[src/rtl/pp_pkg.sv]
// pp_pkg: shared widths and fetch FSM state encoding for the pipeline blocks.
package pp_pkg;
  localparam int ADDR_W_DEF = 12;
  localparam int DISP_W_DEF = 8;
  localparam int INST_W_DEF = 16;
  typedef enum logic [1:0] {IDLE, REQ, FULL, FLUSH} fetch_state_t;
endpackage

[src/rtl/branch_target_calc.sv]
// branch_target_calc: next address = pc + 1, plus sign-extended disp when taken (wraps).
module branch_target_calc #(
  parameter int ADDR_W = 12,
  parameter int DISP_W = 8
) (
  input  logic [ADDR_W-1:0] pc,
  input  logic [DISP_W-1:0] disp,
  input  logic              taken,
  output logic [ADDR_W-1:0] next
);
  assign next = pc + ADDR_W'(1) + (taken ? ADDR_W'($signed(disp)) : '0);
endmodule

[src/rtl/pc_fetch.sv]
// pc_fetch: instruction fetch FSM with registered instruction buffer and branch redirect.
// PC_FETCH_PREFETCH_EN selects a 2-entry buffer; default build uses 1 entry.
module pc_fetch import pp_pkg::*; #(
  parameter int ADDR_W = ADDR_W_DEF,
  parameter int DISP_W = DISP_W_DEF,
  parameter int INST_W = INST_W_DEF,
  parameter logic [ADDR_W-1:0] RESET_PC = '0
) (
  input  logic              clk,
  input  logic              rst_n,
  output logic              imem_req,
  output logic [ADDR_W-1:0] imem_addr,
  input  logic              imem_ack,
  input  logic [INST_W-1:0] imem_rdata,
  output logic              inst_valid,
  input  logic              inst_ready,
  output logic [INST_W-1:0] inst_data,
  output logic [ADDR_W-1:0] inst_addr,
  input  logic              br_valid,
  input  logic [ADDR_W-1:0] br_pc,
  input  logic [DISP_W-1:0] br_disp
);
`ifdef PC_FETCH_PREFETCH_EN
  localparam logic [1:0] DEPTH = 2'd2;
`else
  localparam logic [1:0] DEPTH = 2'd1;
`endif
  fetch_state_t state, state_n;
  logic [ADDR_W-1:0] fetch_pc, pc_n, tgt, tgt_n, calc_pc, nxt;
  logic [1:0] cnt, cnt_n;
  logic [ADDR_W-1:0] baddr [2];
  logic [INST_W-1:0] bdata [2];
  logic push, pop, wr_idx;
  // one adder serves both sequential advance and branch target
  assign calc_pc = br_valid ? br_pc : fetch_pc;
  branch_target_calc #(.ADDR_W(ADDR_W), .DISP_W(DISP_W)) u_calc (
    .pc(calc_pc), .disp(br_disp), .taken(br_valid), .next(nxt)
  );
  assign imem_req   = state == REQ || state == FLUSH;
  assign imem_addr  = fetch_pc;
  assign inst_valid = cnt != 2'd0;
  assign inst_data  = bdata[0];
  assign inst_addr  = baddr[0];
  assign push   = state == REQ && imem_ack && !br_valid;
  assign pop    = inst_valid && inst_ready && !br_valid;
  assign cnt_n  = br_valid ? 2'd0 : cnt + {1'b0, push} - {1'b0, pop};
  assign wr_idx = cnt == 2'd2 || (cnt == 2'd1 && !pop);
  always_comb begin
    state_n = state;
    pc_n    = fetch_pc;
    tgt_n   = tgt;
    unique case (state)
      IDLE: begin
        state_n = REQ;
        pc_n    = br_valid ? nxt : fetch_pc;
      end
      REQ: begin
        // a redirect without ack must wait for the in-flight read to retire
        state_n = br_valid && !imem_ack ? FLUSH : (imem_ack && !br_valid && cnt_n == DEPTH) ? FULL : REQ;
        tgt_n   = br_valid && !imem_ack ? nxt : tgt;
        pc_n    = imem_ack || br_valid ? (br_valid && !imem_ack ? fetch_pc : nxt) : fetch_pc;
      end
      FULL: begin
        state_n = br_valid || pop ? REQ : FULL;
        pc_n    = br_valid ? nxt : fetch_pc;
      end
      FLUSH: begin
        tgt_n   = br_valid ? nxt : tgt;
        state_n = imem_ack ? REQ : FLUSH;
        pc_n    = imem_ack ? (br_valid ? nxt : tgt) : fetch_pc;
      end
    endcase
  end
  always_ff @(posedge clk or negedge rst_n) begin
    if (!rst_n) begin
      state    <= IDLE;
      fetch_pc <= RESET_PC;
      tgt      <= RESET_PC;
      cnt      <= 2'd0;
      baddr    <= '{default: '0};
      bdata    <= '{default: '0};
    end else begin
      state    <= state_n;
      fetch_pc <= pc_n;
      tgt      <= tgt_n;
      cnt      <= cnt_n;
      if (pop) begin
        baddr[0] <= baddr[1];
        bdata[0] <= bdata[1];
      end
      if (push) begin
        baddr[wr_idx] <= fetch_pc;
        bdata[wr_idx] <= imem_rdata;
      end
    end
  end
endmodule

[config.mk]
export PLATFORM = sky130hd
export DESIGN_NAME = pc_fetch
export DESIGN_NICKNAME = d
export VERILOG_FILES = /design/src/rtl/pp_pkg.sv /design/src/rtl/branch_target_calc.sv /design/src/rtl/pc_fetch.sv
export SDC_FILE = /design/constraint.sdc
export NUM_CORES = 1
export LEC_CHECK = 0
export CAP_MARGIN = 15
export CORE_MARGIN = 2
export CORE_UTILIZATION = 53
export DETAILED_ROUTE_END_ITERATION = 8
export GPL_TIMING_DRIVEN = 0
export MAX_ROUTING_LAYER = met4
export PLACE_DENSITY = 0.8
export SLEW_MARGIN = 20
export SYNTH_ARGS = -nofsm -noshare
export SYNTH_HDL_FRONTEND = slang
export SYNTH_HIERARCHICAL = 1
export SYNTH_SLANG_ARGS = --single-unit
[constraint.sdc]
create_clock -name clk -period 3.85 [get_ports clk]
set_clock_uncertainty 0.05 [all_clocks]
set_input_delay 0.385 -clock clk [delete_from_list [all_inputs] [get_ports clk]]
set_output_delay 0.385 -clock clk [all_outputs]
set_load 0.02 [all_outputs]
==> impl_summary.txt, run 1 <==
----------------------------------------------------
[Outcome]
  Run status ... completed

[Setup path]
  Top fanout value on the critical path ... 13
  Startpoint Class ... primary input
  Worst setup EP type ... flop
  Data arrival, critical path ... 3.56 ns
  Startpoint-to-endpoint class of the critical path ... in -> reg
  Data required time of the critical path ... 4.04 ns

[Placed design]
  Count of input and output buffers ... 82
  Final estimated routing congestion in global placement ... 0.897
  DP HPWL ... 6810 um
  Worst setup timing slack at the placement stage ... -0.422 ns

[Yosys]
  Post-synthesis simple-gate area fraction ... under 10%
  Combinational family with the most area after synthesis ... multiplexers
  Area share of xor/xnor cells in the synthesized design ... between 2 and 2.5%
  Portion of synthesized cell area occupied by the leading cell type ... between 40% and 50%
  Yosys synthesis warning count ... 6
  Number of synthesized register bits ... between 80 and 90
  Gate count after technology mapping ... just over 400
  Post-Synthesis Mean Instance Area ... 11.4 um^2
  Distinct cell type count of the synthesized netlist ... 42
  Synth Area in Adders ... between 2 and 3%
  Portion of netlist area occupied by mux cells ... 24.1%
  Fraction of the yosys area taken by sequential cells ... 45.7%
  Library cell occupying the most area in the post-synthesis netlist ... dfrtp_1
  Compound-cell area share of the yosys netlist ... 7.96%
  Synth Cell Area ... approximately 4600 um^2
  Post-synth net total ... 454
  Top post-synthesis cells by area ... dfrtp_1 46%, mux2i_1 9.8%, mux2_2 7.8%

[STA]
  Final Max Slew Viols ... 0
  Final critical delay including setup and external delays ... 3.37 ns
  Hold WS ... approximately 0.46 ns
  Slew @ Worst Pin ... 0.420 ns
  Headroom to the max-slew limit ... 71.2%
  Count of endpoints failing hold in the final timing report ... 0
  RSZ-0062 raised after global routing ... false
  Part of the cycle the worst path needs ... 87.6%
  Setup-violating endpoint count in the final report ... 0
  Highest attainable clock frequency ... 0.297 GHz
  Setup ws final ... 0.479 ns

[Route]
  ANT nets after route ... 0
  DR pass1 iterations ... 4
  Detailed-route vias per instance ... 5.28
  Total Routed Length ... 9510 um
  DRC violation count after routing ... 0
  WL per Instance ... 15.6 um
  First DRT Iteration DRCs ... 123
  Vias ... 3208

[Global routing]
  Leftover overflow at the end of global routing ... 0
  Vias in the first global route ... between 3000 and 4000
  Aggregate global-route resource usage ... 21.5%
  Antenna violations before repair ... 0
  First-pass GRT wire length ... 16200 um
  Largest net degree at the start of global routing ... 56

[Power]
  Leak pwr ... roughly 0.0027 uW
  VDD IR max ... 0.000353 V
  Power per unit of standard cell area ... roughly 700 nW/um^2

[Floorplanning]
  DIE AREA ... 9450 um^2
  Standard-cell rows ... 33
  Io pins ... 83
  Effective utilization at floorplan ... 55.5%
  Total core area ... slightly above 8000 um^2
  Die extent in y ... 97.2 um
  Die Wd ... 97.2 um

[Cells and area]
  Number of fill cells ... between 600 and 700
  Flip-flop and latch area ... 2100 um^2
  Count of inserted antenna diode cells ... 0
  Layout cell share with drive strength beyond 1 ... 25.4%
  Layout overhead on the synthesized area ... 25.9%
  Net total in the final layout ... 549
  Multi-input combinational cell area ... 2130 um^2

[Clock tree]
  Setup Fix Bufs, Post-CTS ... 0
  Number of H-tree branching levels ... 3
  Clock tree from TritonCTS ... yes
  Number of clock buffers inserted by TritonCTS ... 9
  CTS sink count ... 84
  Clock-pin transition on the worst setup and hold timing paths ... 0.08 ns
  Clock buffer depth ... 2
  Clock insertion delay at the later pin of the skew report ... 0.35 ns
  Clock tree root driver cell ... clkbuf_8

[Flow run]
  Number of max-capacitance violations reported ... 0

[Min path]
  Tightest Hold Check Type ... reg -> reg

----------------------------------------------------
power breakdown:
part	switching (uW)	internal (uW)	total, uW	leakage [uW]
logic	792	1040	1840	0.00150
clock network	325	337	662	0.000102
registers	292	1280	1570	0.00105
total	1410	2660	4070	0.00265
placed cells by master, fill, tap and decap left out, types with 3 or more instances in the layout:
master	n
a21o_1	3
a21oi_1	7
and2_2	6
buf_2	8
buf_4	33
clkbuf_1	4
clkbuf_8	11
clkdlybuf4s50_1	80
dfrtp_1	84
ha_1	9
inv_1	5
mux2_2	32
mux2_4	20
mux2i_1	45
nand2_1	46
nand2b_1	3
nand3_1	4
nor2_1	12
nor2b_1	5
o21ai_0	43
xnor2_1	6
xor2_1	3
metal layers:
layer	GRT usage, %	wire length, um	up-vias
met5	-	0	-
met4	5.20	97	0
met3	3.09	352	10
met2	34.6	4490	76
met1	29.2	4570	1563
li1	-	-	1559
kinds of logic after synthesis:
kind of cell / count (synthesis)
buffers and inverters: 53
XOR/XNOR: 10
adder cells (fa/ha/maj): 10
multiplexers: 97
AO/OA/AOI/OAI: 64
flip-flops: 84
AND/OR/NAND/NOR: 85
cells in the mapped netlist:
master,n
nor4b_1,1
or2_1,2
o21ai_1,2
nor2_1,12
a22oi_1,1
buf_12,2
dfrtp_1,84
a21oi_1,7
a21oi_2,1
clkbuf_1,4
inv_1,5
o41ai_2,1
nor2b_1,5
nand2_1,46
ha_1,9
mux2_2,32
o22ai_1,1
and2_2,6
a211oi_1,2
nand2b_1,3
a21boi_1,1
buf_6,1
xor2_1,3
or3_1,1
fa_1,1
xnor2_1,6
a21o_1,3
o21ai_0,43
a221oi_2,1
nand4bb_4,1
nand3_1,4
mux2i_1,45
or3_4,1
buf_4,32
or2_2,1
buf_2,8
mux2_4,20
nand2_2,1
xnor3_1,1
nand3b_1,1
o21a_1,1
clkbuf_2,1
cell type report:
| cell class | count | area share, % |
|---|---|---|
| tap | 105 | 2.27 |
| timing repair buffer | 84 | 14.7 |
| buffer | 48 | 6.07 |
| multi-input combinational | 266 | 36.8 |
| clock inverter | 5 | 1.01 |
| clock buffer | 11 | 2.61 |
| inverter | 5 | 0.324 |
| sequential | 84 | 36.3 |
path summary, 6_finish.rpt:
path	cells past startpoint	slack (ns)	to	start
min in group asynchronous	2	0.47	state[0]	rst_n
min reg2reg	1	0.46	tgt[8]	tgt[8]
min	1	0.46	tgt[8]	tgt[8]
max reg2reg	12	0.71	tgt[8]	imem_addr[0]
max	14	0.48	tgt[8]	br_valid
max in group asynchronous	3	2.68	inst_addr[6]	rst_n
what timing repair did:
item                       in CTS  in global routing
gates resized for setup         1                  2
hold buffers                    1                  0
setup endpoints to repair       4                  3
cloned                          0                  0
hold endpoints to repair       29                  0
worst max-delay path, cell delays in order:
cell,delay (ns)
clkbuf_2,0.25
buf_2,0.29
mux2_2,0.36
inv_1,0.05
ha_1,0.18
inv_1,0.06
fa_1,0.40
a21o_1,0.18
a21oi_1,0.22
nor2b_1,0.11
o41ai_2,0.37
mux2i_1,0.31
xnor2_1,0.12
mux2_2,0.27
stage by stage:
stage               instance area (um^2)  setup TNS (ns)  utilization, %  std cells  power [uW]
floorplan                           4600               0               -        403        2730
global route                        5800               0            69.8        608        4320
finish                              5800               0            69.8        608        4070
global placement                    5560          -48.82            66.9        590        3350
CTS                                 5800               0            69.9        608        4090
detailed placement                  5580           -2.02            67.2        591        3420
Power figures use the tool's default switching activity.
==> run 2: changes to the inputs <==
CORE_UTILIZATION = 55   (was 53)
CTS_BUF_LIST = sky130_fd_sc_hd__clkbuf_2   (was unset)
PLACE_DENSITY = 0.83   (was 0.8)
==> run 2 against run 1 <==
Net effect:
- final area shrank 0.60%
- core utilization grew 0.63 points
- register-to-register slack lost 0.07 ns
- hold slack lost 0.20 ns
- first-iteration DRC count grew 12%
- combinational power is essentially flat
- via count grew 2.0%
- critical path type unchanged
- largest cell class unchanged
- highest routed layer unchanged
==> impl_summary.txt, run 2 (synthesized netlist as in run 1, its figures left out) <==
----------------------------------------------------
[Outcome]
  Run status ... completed

[STA]
  Headroom to the max-slew limit ... 68.3%
  Hold WS ... 0.257 ns
  Count of endpoints failing hold in the final timing report ... 0
  Slew @ Worst Pin ... between 0.4 and 0.5 ns
  Setup ws final ... approximately 0.51 ns
  RSZ-0062 raised after global routing ... false
  Highest attainable clock frequency ... 0.300 GHz
  Final critical delay including setup and external delays ... 3.34 ns
  Part of the cycle the worst path needs ... 86.7%
  Final Max Slew Viols ... 0
  Setup-violating endpoint count in the final report ... 0

[Clock tree]
  Clock-pin transition on the worst setup and hold timing paths ... 0.24 ns
  Number of H-tree branching levels ... 3
  Clock buffer depth ... 2
  CTS sink count ... between 80 and 90
  Clock insertion delay at the later pin of the skew report ... between 0.5 and 0.6 ns
  Number of clock buffers inserted by TritonCTS ... 9
  Setup Fix Bufs, Post-CTS ... 0
  Clock tree from TritonCTS ... yes
  Clock tree root driver cell ... clkbuf_2

[Floorplanning]
  Die Wd ... around 95 um
  Standard-cell rows ... 33
  Effective utilization at floorplan ... 56.3%
  Die extent in y ... 95.5 um
  DIE AREA ... 9120 um^2
  Total core area ... slightly above 8000 um^2
  Io pins ... 83

[Cells and area]
  Most frequent cells in the layout ... 84 x dfrtp_1, 80 x clkdlybuf4s50_1, 46 x nand2_1
  Layout overhead on the synthesized area ... 25.1%
  Count of inserted antenna diode cells ... 0
  Post-layout utilization of the core ... 70.5%
  Most common cell after layout, fill and taps aside ... dfrtp_1
  Net total in the final layout ... 549
  Layout cell share with drive strength beyond 1 ... about 25%

[Global routing]
  Aggregate global-route resource usage ... between 20% and 30%
  Leftover overflow at the end of global routing ... 0
  First-pass GRT wire length ... 15600 um
  Largest net degree at the start of global routing ... 52
  Antenna violations before repair ... 0
  Vias in the first global route ... 3296

[Route]
  Vias ... roughly 3300
  WL met2 ... 4560 um
  First DRT Iteration DRCs ... 138
  Detail Route met3 WL ... 441 um
  Top Layer Used ... met4
  ANT nets after route ... 0
  Detailed-route vias per instance ... around 5.4
  WL per Instance ... 15.6 um
  Routed met1 length ... about 4300 um
  DR pass1 iterations ... 4
  DRC violation count after routing ... 0
  Total Routed Length ... 9460 um

[Power]
  Leak pwr ... 0.00265 uW
  Power per unit of standard cell area ... 695 nW/um^2
  VDD IR max ... 0.000355 V

[Placed design]
  Final estimated routing congestion in global placement ... about 0.94
  Count of input and output buffers ... 82
  DP HPWL ... a little under 7000 um
  Worst setup timing slack at the placement stage ... -0.462 ns

[Setup path]
  Data arrival, critical path ... 3.76 ns
  Worst setup EP type ... flop
  Cell Chain, Critical Path ... dlymetal6s2s_1 -> buf_2 -> buf_2 -> mux2_2 -> ha_1 -> a21o_1 -> a21oi_1 -> nor2b_1 -> o41ai_2 -> mux2i_1 -> xnor2_1 -> mux2i_1 -> o21ai_0
  Biggest cell delay along the critical path ... 0.37 ns
  Startpoint Class ... primary input
  CP max-delay cell ... dlymetal6s2s_1
  Top fanout value on the critical path ... 13
  Startpoint-to-endpoint class of the critical path ... in -> reg
  Data required time of the critical path ... approximately 4.3 ns

[Min path]
  Tightest Hold Check Type ... in -> async

[Flow run]
  Number of max-capacitance violations reported ... 0

----------------------------------------------------
## run 2: area by class of cell
cell class	instances	area [um^2]
clock buffer	9	45.0
buffer	48	352
timing repair buffer	84	858
clock inverter	7	123
inverter	5	18.8
sequential	84	2100
multi-input combinational	266	2130
fill	600	2410
tap	105	131
## run 2: metrics by stage
step / cell area (um^2) / power, uW / std cells / setup TNS [ns]
after detailed placement: 5580 / 3420 / 591 / -2.23
after global placement: 5560 / 3340 / 590 / -49.18
final: 5760 / 4000 / 608 / 0
after CTS: 5760 / 4020 / 608 / 0
after floorplan: 4600 / 2730 / 403 / 0
after global routing: 5760 / 4250 / 608 / 0
## run 2: repair_timing
action                                  CTS  global route
hold buffers                              1             0
endpoints found under the hold margin    33             0
gates resized for setup                   0             1
endpoints found under the setup margin    0             4
## run 2: power breakdown
group | internal (uW) | switching (uW)
clock network | 284 | 321
registers | 1270 | 280
logic | 1040 | 799
## run 2: final timing paths
check	cells after the start	end	startpoint	slack [ns]
setup / recovery	13	imem_addr[8]	br_valid	0.51
hold / removal	2	inst_addr[2]	rst_n	0.26
setup reg to reg	13	imem_addr[8]	imem_addr[0]	0.64
hold reg to reg	1	tgt[10]	tgt[10]	0.49
max in group asynchronous	3	imem_addr[10]	rst_n	2.87
min in group clk	3	inst_data[7]	imem_rdata[7]	0.33
## run 2: metal layers
metal / track usage [%] / vias up
li1: - / 1564
met1: 30.9 / 1596
met2: 35.2 / 98
met3: 2.92 / 15
met4: 8.21 / 0
met5: - / -
## run 2: worst max-delay path, delay by kind of cell
kind                       cells  cell delay [ns]
buffers and inverters          3             0.98
AOI/OAI and AO/OA              4             0.95
muxes                          3             0.80
adders and majority gates      1             0.36
xor gates and xnor gates       1             0.17
and+or+nand+nor                1             0.11
